$ cat src/rtl/branch_hazard_stall.sv
// ID-stage hazard/stall controller: stalls on load-use dependencies forwarding cannot cover,
// holds multi-cycle branch stalls with a small down-counter, and flushes IF/ID on taken branches.
module branch_hazard_stall #(
    parameter int BR_LOAD_STALL = 2,
    parameter int CNT_W         = 16
) (
    input  logic             clk,
    input  logic             rst_n,
    input  logic             id_valid,
    input  logic             branch,
    input  logic             use_rs,
    input  logic             use_rt,
    input  logic [4:0]       rs,
    input  logic [4:0]       rt,
    input  logic             mem_readexe,
    input  logic             r_writeexe,
    input  logic [4:0]       wr_addrexe,
    input  logic             mem_readmem,
    input  logic             r_writemem,
    input  logic [4:0]       wr_addrmem,
    input  logic             branch_taken,
    output logic             pc_write,
    output logic             ifid_write,
    output logic             idex_bubble,
    output logic             ifid_flush,
    output logic             stall_active,
    output logic [CNT_W-1:0] stall_cnt
);

    typedef enum logic {RUN, HOLD} state_e;

    localparam logic [1:0]       BrExeStall = 2'(BR_LOAD_STALL);
    localparam logic [1:0]       BrMemStall = 2'(BR_LOAD_STALL - 1);
    localparam logic [CNT_W-1:0] CntOne     = CNT_W'(1);
    localparam logic [CNT_W-1:0] CntMax     = {CNT_W{1'b1}};

    state_e           state_q, state_d;
    logic [1:0]       rem_q, rem_d;
    logic [CNT_W-1:0] cnt_q, cnt_d;
    logic             dep_exe, dep_mem;
    logic [1:0]       need_n;
    logic             stall;

    assign dep_exe = id_valid & r_writeexe & (wr_addrexe != 5'd0) &
                     ((use_rs & (rs == wr_addrexe)) | (use_rt & (rt == wr_addrexe)));
    assign dep_mem = id_valid & r_writemem & (wr_addrmem != 5'd0) &
                     ((use_rs & (rs == wr_addrmem)) | (use_rt & (rt == wr_addrmem)));

    always_comb begin
        need_n = 2'd0;
        if (branch && dep_exe && mem_readexe) begin
            need_n = BrExeStall;
        end else if (branch && dep_mem && mem_readmem) begin
            need_n = BrMemStall;
        end else if (!branch && dep_exe && mem_readexe) begin
            need_n = 2'd1;
        end
    end

    // In RUN the stall is Mealy on the hazard inputs; HOLD ignores them until rem runs out.
    always_comb begin
        state_d = state_q;
        rem_d   = rem_q;
        stall   = 1'b0;
        case (state_q)
            RUN: begin
                if (need_n != 2'd0) begin
                    stall = 1'b1;
                    if (need_n > 2'd1) begin
                        state_d = HOLD;
                        rem_d   = need_n - 2'd1;
                    end
                end
            end
            HOLD: begin
                stall = 1'b1;
                rem_d = rem_q - 2'd1;
                if (rem_q == 2'd1) begin
                    state_d = RUN;
                    rem_d   = 2'd0;
                end
            end
            default: begin
                state_d = RUN;
                rem_d   = 2'd0;
            end
        endcase
    end

    always_comb begin
        cnt_d = cnt_q;
        if (stall_active && (cnt_q != CntMax)) begin
            cnt_d = cnt_q + CntOne;
        end
    end

    always_ff @(posedge clk or negedge rst_n) begin
        if (!rst_n) begin
            state_q <= RUN;
            rem_q   <= 2'd0;
            cnt_q   <= '0;
        end else begin
            state_q <= state_d;
            rem_q   <= rem_d;
            cnt_q   <= cnt_d;
        end
    end

    // Gating with rst_n keeps the Mealy path quiet while reset is held, without waiting for an edge.
    assign stall_active = stall & rst_n;
    assign pc_write     = ~stall_active;
    assign ifid_write   = ~stall_active;
    assign idex_bubble  = stall_active;
    assign ifid_flush   = branch_taken & id_valid & ~stall_active & rst_n;
    assign stall_cnt    = cnt_q;

endmodule

$ cat config.mk
export PLATFORM = sky130hd
export DESIGN_NAME = branch_hazard_stall
export DESIGN_NICKNAME = d
export VERILOG_FILES = /design/src/rtl/branch_hazard_stall.sv
export SDC_FILE = /design/constraint.sdc
export NUM_CORES = 1
export LEC_CHECK = 0
export CORE_UTILIZATION = 39
export DETAILED_ROUTE_END_ITERATION = 10
export GPL_ROUTABILITY_DRIVEN = 0
export GPL_TIMING_DRIVEN = 0
export PLACE_DENSITY = 0.77
export SLEW_MARGIN = 20
export SYNTH_ARGS = -nofsm -noshare
export SYNTH_HDL_FRONTEND = slang
export SYNTH_SLANG_ARGS = --single-unit
$ cat constraint.sdc
create_clock -name clk -period 1.7 [get_ports clk]
set_input_delay 0.17 -clock clk [delete_from_list [all_inputs] [get_ports clk]]
set_output_delay 0.17 -clock clk [all_outputs]
set_load 0.02 [all_outputs]
==> results of run 1 <==
==> metal layers <==
layer | vias to the layer above | track usage, %
met4 | 0 | 6.46
met1 | 612 | 27.0
met3 | 7 | 3.28
li1 | 614 | -
met2 | 56 | 42.4
met5 | - | 0
==> flip-flops by register name, summed over array words and instances, names as in the netlist <==
name       count
state_q        1
stall_cnt     16
rem_q          2
==> area by class of cell <==
class	instances	area, µm²
Tap cell	44	55.1
Inverter	2	7.51
Clock buffer	4	26.3
Buffer	4	45.0
Timing Repair Buffer	72	574
Fill cell	246	900
Multi-Input combinational cell	106	991
Sequential cell	19	479
==> through the flow <==
stage          setup slack (ns)  power, mW  cells  hold WS (ns)  setup TNS (ns)
6_report                -0.0971       1.18    251         0.359          -0.953
5_1_grt                  -0.149       1.24    251         0.382           -1.80
4_1_cts                 -0.0532       1.16    244         0.358          -0.514
3_5_place_dp              -1.23      0.897    227         0.478          -15.19
3_3_place_gp              -1.20      0.880    227         0.471          -14.41
2_1_floorplan            -0.132      0.716    132        -0.126           -1.38
==> cell families (layout without fill, tap and decap cells) <==
group                    count (synthesis)  after routing
AO/OA/AOI/OAI                            9              9
flip-flops                              19             19
adder cells (fa/ha/maj)                  2              2
XOR/XNOR                                34             34
AND/OR/NAND/NOR                         58             58
buffers and inverters                    7             82
multiplexers                             3              3
==> critical path: cells and delay by family, from the launching register on <==
kind                      cells  cell delay [ns]
and+or+nand+nor               4             0.56
buffers and inverters         1             0.21
DFF                           1             0.38
xor gates and xnor gates      1             0.14
AOI/OAI and AO/OA             1             0.41
==> final timing paths <==
| check | to | start | slack [ns] | cells past startpoint |
|---|---|---|---|---|
| hold / removal | rem_q[0] | branch | 0.36 | 3 |
| max in group asynchronous | state_q | rst_n | 0.35 | 2 |
| min in group asynchronous | stall_cnt[2] | rst_n | 0.76 | 2 |
| setup / recovery | stall_cnt[2] | stall_cnt[7] | -0.1 | 7 |
| hold reg to reg | stall_cnt[10] | stall_cnt[10] | 0.53 | 1 |
| setup reg to reg | stall_cnt[2] | stall_cnt[7] | -0.1 | 7 |
==> cells in the final DEF (no fill, tap or decap), types with 2 or more instances in the layout <==
cell             netlist  layout
nor4_2                 0       3
nor3_4                 0       4
xor2_1                14      14
dfrtp_2                0       3
and3_4                 0       2
nor3_2                 0       6
o22ai_2                1       2
nor2_1                 6       5
buf_4                  4      19
a21oi_2                0       2
clkdlybuf4s50_1        0      16
dlygate4sd2_1          0       8
xnor2_2                0       8
dfrtp_1               19      16
clkbuf_4               0       3
nand3_1               10       9
nand2_1               13      13
xnor2_1               20      12
buf_6                  0      10
buf_2                  0      19
nand4_1                6       6
==> power groups by stage <==
stage | Combinational, mW | Sequential (mW) | Clock [mW]
after floorplan | 0.144 | 0.572 | 0
after global placement | 0.330 | 0.550 | 0
after detailed placement | 0.343 | 0.555 | 0
after CTS | 0.395 | 0.534 | 0.232
after global routing | 0.450 | 0.540 | 0.253
final | 0.412 | 0.535 | 0.234
==> timing repair <==
item                       in CTS  in global routing
setup endpoints to repair      21                 20
setup buffers                  12                  7
pin swaps                      25                  8
hold buffers                    1                  0
gates cloned                    1                  0
hold endpoints to repair       19                  0
gates resized for setup       150                 14
==> results.toml, run 1 <==
[power_and_ir_drop]
power_switching_mw = 0.379
pwr-share-comb_pct = 34.9
powerDensity_mw_per_mm2 = 542
seq_power_share_pct = 45.3
internal_power_mw = 0.803
peakVddDrop_mv = 0.637
p_leak_nw = 1.03
switching_share_pct = 32.0
p_clk_share_pct = 19.8

[clocking]
cts_buffer_depth = 2
clock_sinks = 19
htree_num_levels = 1
numCtsBuffers = 3
cts-root-buf = "clkbuf_4"
clkLatencyLatePin_ns = 0.31
cts_tree = "yes"
clkSlewWorstSetupHoldPaths_ns = 0.11

[floorplanning]
core_mm2 = 0.00308
initial_core_util_pct = 41.3
die_y_um = 59.1
dieArea_mm2 = 0.00349
die_w_um = 59.1
rows = 20
num_io_pins = 52

[route]
totalWireLength_um = 4060
vias = 1289
drt-initial-drc-count = 37
ant_nets = 0
wl_met3_um = 247
wl_met2_um = 2120
top_layer = "met4"
drc = 0
first_pass_iters = 4
routedWlPerCell_um = 16.2
viasPerCell = 5.14
wl_met1_um = 1620

[critical_path]
crit_path_max_fanout = 5
cp.arrival_ns = 1.99
critPathLaunchType = "register"
endpoint_kind = "register"
path_cells = "and3_4 > and3_4 > nand3_4 > o31ai_4 > buf_6 > nor3b_2 > xor2_1"
path_class = "register to register"
crit_path_top_delay_cell = "o31ai_4"
required_ns = 1.90
max_stage_delay_ns = 0.41
path_common_cell = "and3_4"

[synth]
synthMuxAreaShare_pct = 2.56
synth_compound_area_share_pct = 7.39
syn_area_mm2 = 0.00127
yosys.area_share.adder_pct = 1.97
async_flop_share_pct = 100
netlist_instances = 132
syn_nets = 165
synth-xor-area-share_pct = 23.4
synthTopCellsByArea = "dfrtp_1, xnor2_1, xor2_1"
synth_top_family_by_area = "simple AND/OR/NAND/NOR gates"
ys.flop_type = "dfrtp_1"
ys_ff_latch = 19
synth_edf_count = 0
synth_cell_type_count = 31
synth_top_area_cell = "dfrtp_1"
yosysSeqAreaShare_pct = 37.4
yosys_warnings = 0
yosys.area_share.simple_pct = 23.9
synth_top_cells_by_count = "xnor2_1, dfrtp_1, xor2_1"
yosysMostFrequentCell = "xnor2_1"
synth.avg_cell_area_um2 = 9.62
yosys.area.top_type_share_pct = 37.4

[sta]
period_share_pct = 106
rsz0062_at_grt = "true"
slew_headroom_pct = 43.0
clock_skew_ns = 0.0132
min_period_ns = 1.80
final_hold_viol_count = 0
finalSetupViolCount = 14
fmax_ghz = 0.556
slew_violations = 0
worstMarginPinSlew_ns = 0.852
fin_ws_ns = -0.0971

[run_status]
violations = "setup timing"
outcome = "complete, but fails checks"

[cells_and_area]
fin_area_mm2 = 0.00218
nets = 241
syn_to_final_growth_pct = 71.5
drive_gt1_share_pct = 46.4
finish.utilization_pct = 70.8
antenna_cells = 0

[flow_run]
cap_violations = 0

[place]
dp_hpwl_um = 2510
dpl_cell_area_mm2 = 0.00188
port_buffers = 51

[grt]
grt_util_all_layers_pct = 22.7
grt_max_degree = 20
overflow = 0
antenna_found_initial = 0
grt_pass1_vias = 1316
grt_pass1_wl_um = 6020

[worst_hold_path]
hold_path_class = "input pin to register"
Note: power is estimated with default switching activity, not from simulation.
==> run 2: changes to the inputs <==
--- a/config.mk
+++ b/config.mk
@@ -6,9 +6,9 @@
 export NUM_CORES = 1
 export LEC_CHECK = 0
-export CORE_UTILIZATION = 39
+export CORE_UTILIZATION = 35
 export DETAILED_ROUTE_END_ITERATION = 10
+export DONT_BUFFER_PORTS = 1
 export GPL_ROUTABILITY_DRIVEN = 0
 export GPL_TIMING_DRIVEN = 0
-export PLACE_DENSITY = 0.77
 export SLEW_MARGIN = 20
 export SYNTH_ARGS = -nofsm -noshare
==> constraint.sdc (replaced) <==
create_clock -name clk -period 1.7 [get_ports clk]
set_input_delay 0.17 -clock clk [delete_from_list [all_inputs] [get_ports clk]]
set_output_delay 0.17 -clock clk [all_outputs]
set_load 0.005 [all_outputs]
==> results.toml, run 2 (same netlist as run 1, synthesis figures left out) <==
[run_status]
outcome = "complete, but fails checks"
violations = "setup timing"

[cells_and_area]
stdcell_count = 194
antenna_cells = 0
n_fill_cell = 337
fin_area_mm2 = 0.00154
final_common_cell = "xnor2_1"
final_cell_mix = "xnor2_1, dfrtp_1, xor2_1"
drive_gt1_share_pct = 26.4
syn_to_final_growth_pct = 21.2
finish.utilization_pct = 45.1
largest_reg_flops = 16
nets = 182

[clocking]
clkLatencyLatePin_ns = 0.30
cts_tree = "yes"
cts_buffer_depth = 2
clkSlewWorstSetupHoldPaths_ns = 0.10
numCtsBuffers = 3
htree_num_levels = 1
cts-root-buf = "clkbuf_4"
clock_sinks = 19

[sta]
fin_ws_ns = -0.151
tns_ns = -2.14
fmax_ghz = 0.540
min_period_ns = 1.85
slew_violations = 0
worstMarginPinSlew_ns = 0.851
rsz0062_at_grt = "true"
clock_skew_ns = 0.00396
period_share_pct = 109
whs_ns = 0.0850
finalSetupViolCount = 17
final_hold_viol_count = 0
slew_headroom_pct = 43.1

[route]
viasPerCell = 5.38
routedWlPerCell_um = 15.5
drc = 0
drt-initial-drc-count = 34
totalWireLength_um = 3000
vias = 1043
first_pass_iters = 4
ant_nets = 0

[grt]
grt_pass1_wl_um = 5310
overflow = 0
antenna_found_initial = 0
use_met2_pct = 29.8
grt_pass1_vias = 1163
grt_util_all_layers_pct = 17.1
grt_max_degree = 20
globalRouteMet1Util_pct = 19.9
grt.busiest_layer = "met2"
use_met3_pct = 5.51

[critical_path]
path_cells = "and3_4 > and3_4 > buf_4 > buf_4 > nand2_1 > nor4b_2 > mux2_1"
path_class = "register to register"
required_ns = 1.89
path_delay_family = "simple AND/OR/NAND/NOR gates"
crit_path_top_delay_cell = "dfrtp_1"
max_stage_delay_ns = 0.44
crit_buf_inv = 2
endpoint_kind = "register"
cp.arrival_ns = 2.04
critPathLaunchType = "register"
crit_path_max_fanout = 4

[floorplanning]
num_io_pins = 52
rows = 21
initial_core_util_pct = 37.2
die_y_um = 62.2
die_w_um = 62.2
core_mm2 = 0.00342
dieArea_mm2 = 0.00387

[power_and_ir_drop]
seq_power_share_pct = 56.2
pwr-share-comb_pct = 20.1
power_switching_mw = 0.269
internal_power_mw = 0.693
switching_share_pct = 28.0
powerDensity_mw_per_mm2 = 625
p_leak_nw = 0.655
p_clk_share_pct = 23.7
peakVddDrop_mv = 0.337

[place]
dpl_cell_area_mm2 = 0.00135
dp_hpwl_um = 2100
dp.cells = 178
port_buffers = 0

[flow_run]
cap_violations = 0

[worst_hold_path]
hold_path_class = "input pin to register"
[run 2: changes by cell type in the layout (fill, tap and decap cells not counted), moves of 4 or more]
| cell | delta |
|---|---|
| xnor2_2 | -8 |
| buf_6 | -7 |
| xnor2_1 | +8 |
| buf_2 | -19 |
| clkdlybuf4s50_1 | -16 |
| dlygate4sd2_1 | -8 |
| nor3_1 | +10 |
| nor3_4 | -4 |
| nor3_2 | -6 |
| buf_4 | -6 |
[run 2: power groups by stage]
stage                     Clock [mW]  Combinational [mW]  Sequential, mW
after floorplan                    0               0.138           0.537
after global placement             0               0.154           0.543
after detailed placement           0               0.167           0.548
after CTS                      0.241               0.193           0.539
after global routing           0.260               0.221           0.550
final                          0.228               0.194           0.540
[run 2: metrics by stage]
stage               setup WS, ns  power (mW)
floorplan                -0.0970       0.675
global placement          -0.267       0.697
detailed placement        -0.265       0.715
CTS                       -0.149       0.972
global route              -0.265        1.03
finish                    -0.151       0.962
[run 2: repair_timing]
item	in CTS	in global routing
buffers inserted	6	5
cloned	1	0
pin swaps	5	4
setup endpoints to repair	21	19
hold buffers	1	0
endpoints found under the hold margin	19	0
resized for setup	12	5
[run 2: final timing paths]
path | cells past startpoint | endpoint | startpoint | slack, ns
max in group asynchronous | 1 | stall_cnt[6] | rst_n | 0.71
min reg2reg | 1 | stall_cnt[0] | stall_cnt[0] | 0.52
min in group asynchronous | 1 | rem_q[1] | rst_n | 0.41
max reg2reg | 7 | stall_cnt[12] | stall_cnt[7] | -0.15
max | 7 | stall_cnt[12] | stall_cnt[7] | -0.15
min | 2 | rem_q[0] | branch | 0.09
[run 2: per-layer routing]
| layer | vias up | wire length, µm |
|---|---|---|
| met5 | - | 0 |
| met4 | 0 | 34 |
| met3 | 5 | 210 |
| met2 | 40 | 1530 |
| met1 | 504 | 1220 |
| li1 | 494 | - |
[run 2: layout make-up]
type	count	area, µm²	share of cell area (%)
Multi-Input combinational cell	106	827	53.7
Timing Repair Buffer	13	104	6.75
Clock buffer	4	26.3	1.71
Buffer	4	37.5	2.44
Tap cell	46	57.6	3.74
Inverter	2	7.51	0.488
Sequential cell	19	479	31.1
[run 2: worst reg2reg max path, delay by kind of cell (launching register included)]
kind                   cells  cell delay, ns
buffers and inverters      2            0.21
multiplexers               1            0.35
flip-flops                 1            0.44
AND/OR/NAND/NOR            4            0.76
==> run 3: changes to the inputs <==
ABC_AREA = 1   (was default)
clock period = 2.1 ns   (was 1.7 ns; I/O delays follow)
==> results.toml, run 3 <==
[floorplanning]
initial_core_util_pct = 36.9
rows = 24
core_mm2 = 0.00441
num_io_pins = 52
die_w_um = 70.2
die_y_um = 70.2
dieArea_mm2 = 0.00493

[worst_hold_path]
hold_depth = 3
hold_path_class = "input pin to register"
min_to = "stall_cnt[11]"
hp-start = "rst_n"

[synth]
yosysSeqAreaShare_pct = 29.2
yosysMostFrequentCell = "nand2_1"
yosys_warnings = 0
synth_cell_type_count = 24
synth_top_area_cell = "dfrtp_1"
syn_nets = 293
syn_area_mm2 = 0.00163
ys_ff_latch = 19
ys.flop_type = "dfrtp_1"
synthTopCellsByArea = "dfrtp_1, nand2_1, nand4_1"
yosys.area.top_type_share_pct = 29.2
netlist_instances = 260
async_flop_share_pct = 100
synth_top_cells_by_count = "nand2_1, nor2_1, inv_1"
synth.avg_cell_area_um2 = 6.26
synth_edf_count = 0

[clocking]
cts-root-buf = "clkbuf_8"
clkSlewWorstSetupHoldPaths_ns = 0.07
clkLatencyLatePin_ns = 0.26
numCtsBuffers = 3
cts_setup_buffers = 0
clock_sinks = 19
cts_buffer_depth = 2
htree_num_levels = 1
cts_tree = "yes"

[grt]
grt_pass1_wl_um = 6780
overflow = 0
grt_util_all_layers_pct = 17.0
grt_max_degree = 20
antenna_found_initial = 0
grt_pass1_vias = 1498

[power_and_ir_drop]
peakVddDrop_mv = 0.402
p_leak_nw = 0.946
powerDensity_mw_per_mm2 = 600

[cells_and_area]
final_common_cell = "nand2_1"
largest_reg_flops = 16
antenna_cells = 0
final_cell_mix = "nand2_1, nor2_1, inv_1"
nets = 299
syn_to_final_growth_pct = 7.38
drive_gt1_share_pct = 9.06

[critical_path]
reg2reg_from = "stall_cnt[0]"
r2r_cells = 9
crit_buf_inv = 1
cp.arrival_ns = 2.02
endpoint_kind = "register"
crit_path_max_fanout = 10
rr_endpoint = "stall_cnt[8]"
required_ns = 2.25
path_cells = "ha_1 > nand3_2 > nor2_4 > nand2_2 > nor2_4 > nand2_4 > buf_2 > nand4_1 > nand2_1"
path_class = "register to register"
crit_path_top_delay_cell = "dfrtp_1"
path_common_cell = "nor2_4"
r2r_slack_ns = 0.23
critPathLaunchType = "register"
path_delay_family = "simple AND/OR/NAND/NOR gates"
max_stage_delay_ns = 0.48

[sta]
worstMarginPinSlew_ns = 0.873
slew_violations = 0
rsz0062_at_grt = "false"
slew_headroom_pct = 41.6
fmax_ghz = 0.536
whs_ns = 0.170
min_period_ns = 1.87
clock_skew_ns = 0.00118
final_hold_viol_count = 0
period_share_pct = 88.8
finalSetupViolCount = 0
tns_ns = 0

[route]
drc = 0
vias = 1552
routedWlPerCell_um = 12.2
viasPerCell = 4.90
drt-initial-drc-count = 88
ant_nets = 0
first_pass_iters = 4
totalWireLength_um = 3880

[run_status]
outcome = "complete, no violations"

[flow_run]
cap_violations = 0

[place]
dp_hpwl_um = 3050
port_buffers = 0
run 3: changes by cell type after synthesis, sizes merged, moves of 7 or more:
cell   before  now
inv         2   33
nand2      13  107
nand3      11   18
nand4       6   20
nor2        6   29
xnor2      20    6
xor2       14    7
run 3: how the worst max path moves through the flow:
stage / startpoint / endpoint / slack (ns) / cells after the start
6_report: stall_cnt[0] / stall_cnt[8] / 0.23 / 9
5_1_grt: stall_cnt[0] / stall_cnt[7] / 0.11 / 9
4_1_cts: stall_cnt[0] / stall_cnt[7] / 0.22 / 9
3_5_place_dp: stall_cnt[0] / stall_cnt[7] / 0.24 / 9
3_3_place_gp: stall_cnt[0] / stall_cnt[7] / 0.25 / 9
2_1_floorplan: stall_cnt[0] / stall_cnt[15] / 0.52 / 9
run 3: cell families (layout without fill, tap and decap cells):
group / count (synthesis) / after routing / synth area share, %
compound gates: 5 / 5 / 1.69
xor+xnor: 13 / 13 / 6.99
fa+ha+maj: 2 / 2 / 1.54
buf+inv: 41 / 46 / 11.1
flops: 19 / 19 / 29.2
simple gates: 180 / 180 / 49.4
run 3: where the power goes:
group / switching [mW] / internal (mW)
sequential: 0.0745 / 0.417
combinational: 0.177 / 0.121
clock: 0.124 / 0.135
run 3: per-layer routing:
layer | track usage, % | vias up | part of all wire, %
met1 | 23.5 | 685 | 50
met2 | 26.4 | 39 | 43
li1 | - | 826 | -
met5 | 0 | - | 0
met4 | 3.33 | 0 | 0.41
met3 | 5.05 | 2 | 5.9
run 3: layout make-up:
cell class	instances	area, µm²
plain buffers	8	57.6
clock buffers	4	45.0
fillers	496	2670
inverters	33	124
multi-input cells	200	971
flip-flops and latches	19	475
well taps	52	65.1
repair buffers	1	10.0
run 3: per-stage QoR:
stage / power (mW) / worst slack, ns / cell area [µm²] / cells / utilization (%)
5_1_grt: 1.13 / 0.114 / 1750 / 317 / 39.6
6_report: 1.05 / 0.235 / 1750 / 317 / 39.6
4_1_cts: 1.06 / 0.224 / 1750 / 317 / 39.6
2_1_floorplan: 0.715 / 0.522 / 1630 / 260 / -
3_3_place_gp: 0.781 / 0.247 / 1690 / 312 / 38.4
3_5_place_dp: 0.786 / 0.244 / 1690 / 312 / 38.4
run 3: worst min-delay path: cells and delay by family:
kind,cells,cell delay (ns)
and+or+nand+nor,3,0.19
run 3: timing repair:
action | CTS | global route
hold buffers | 1 | 0
gates resized for setup | 0 | 0
hold endpoints to repair | 19 | 0
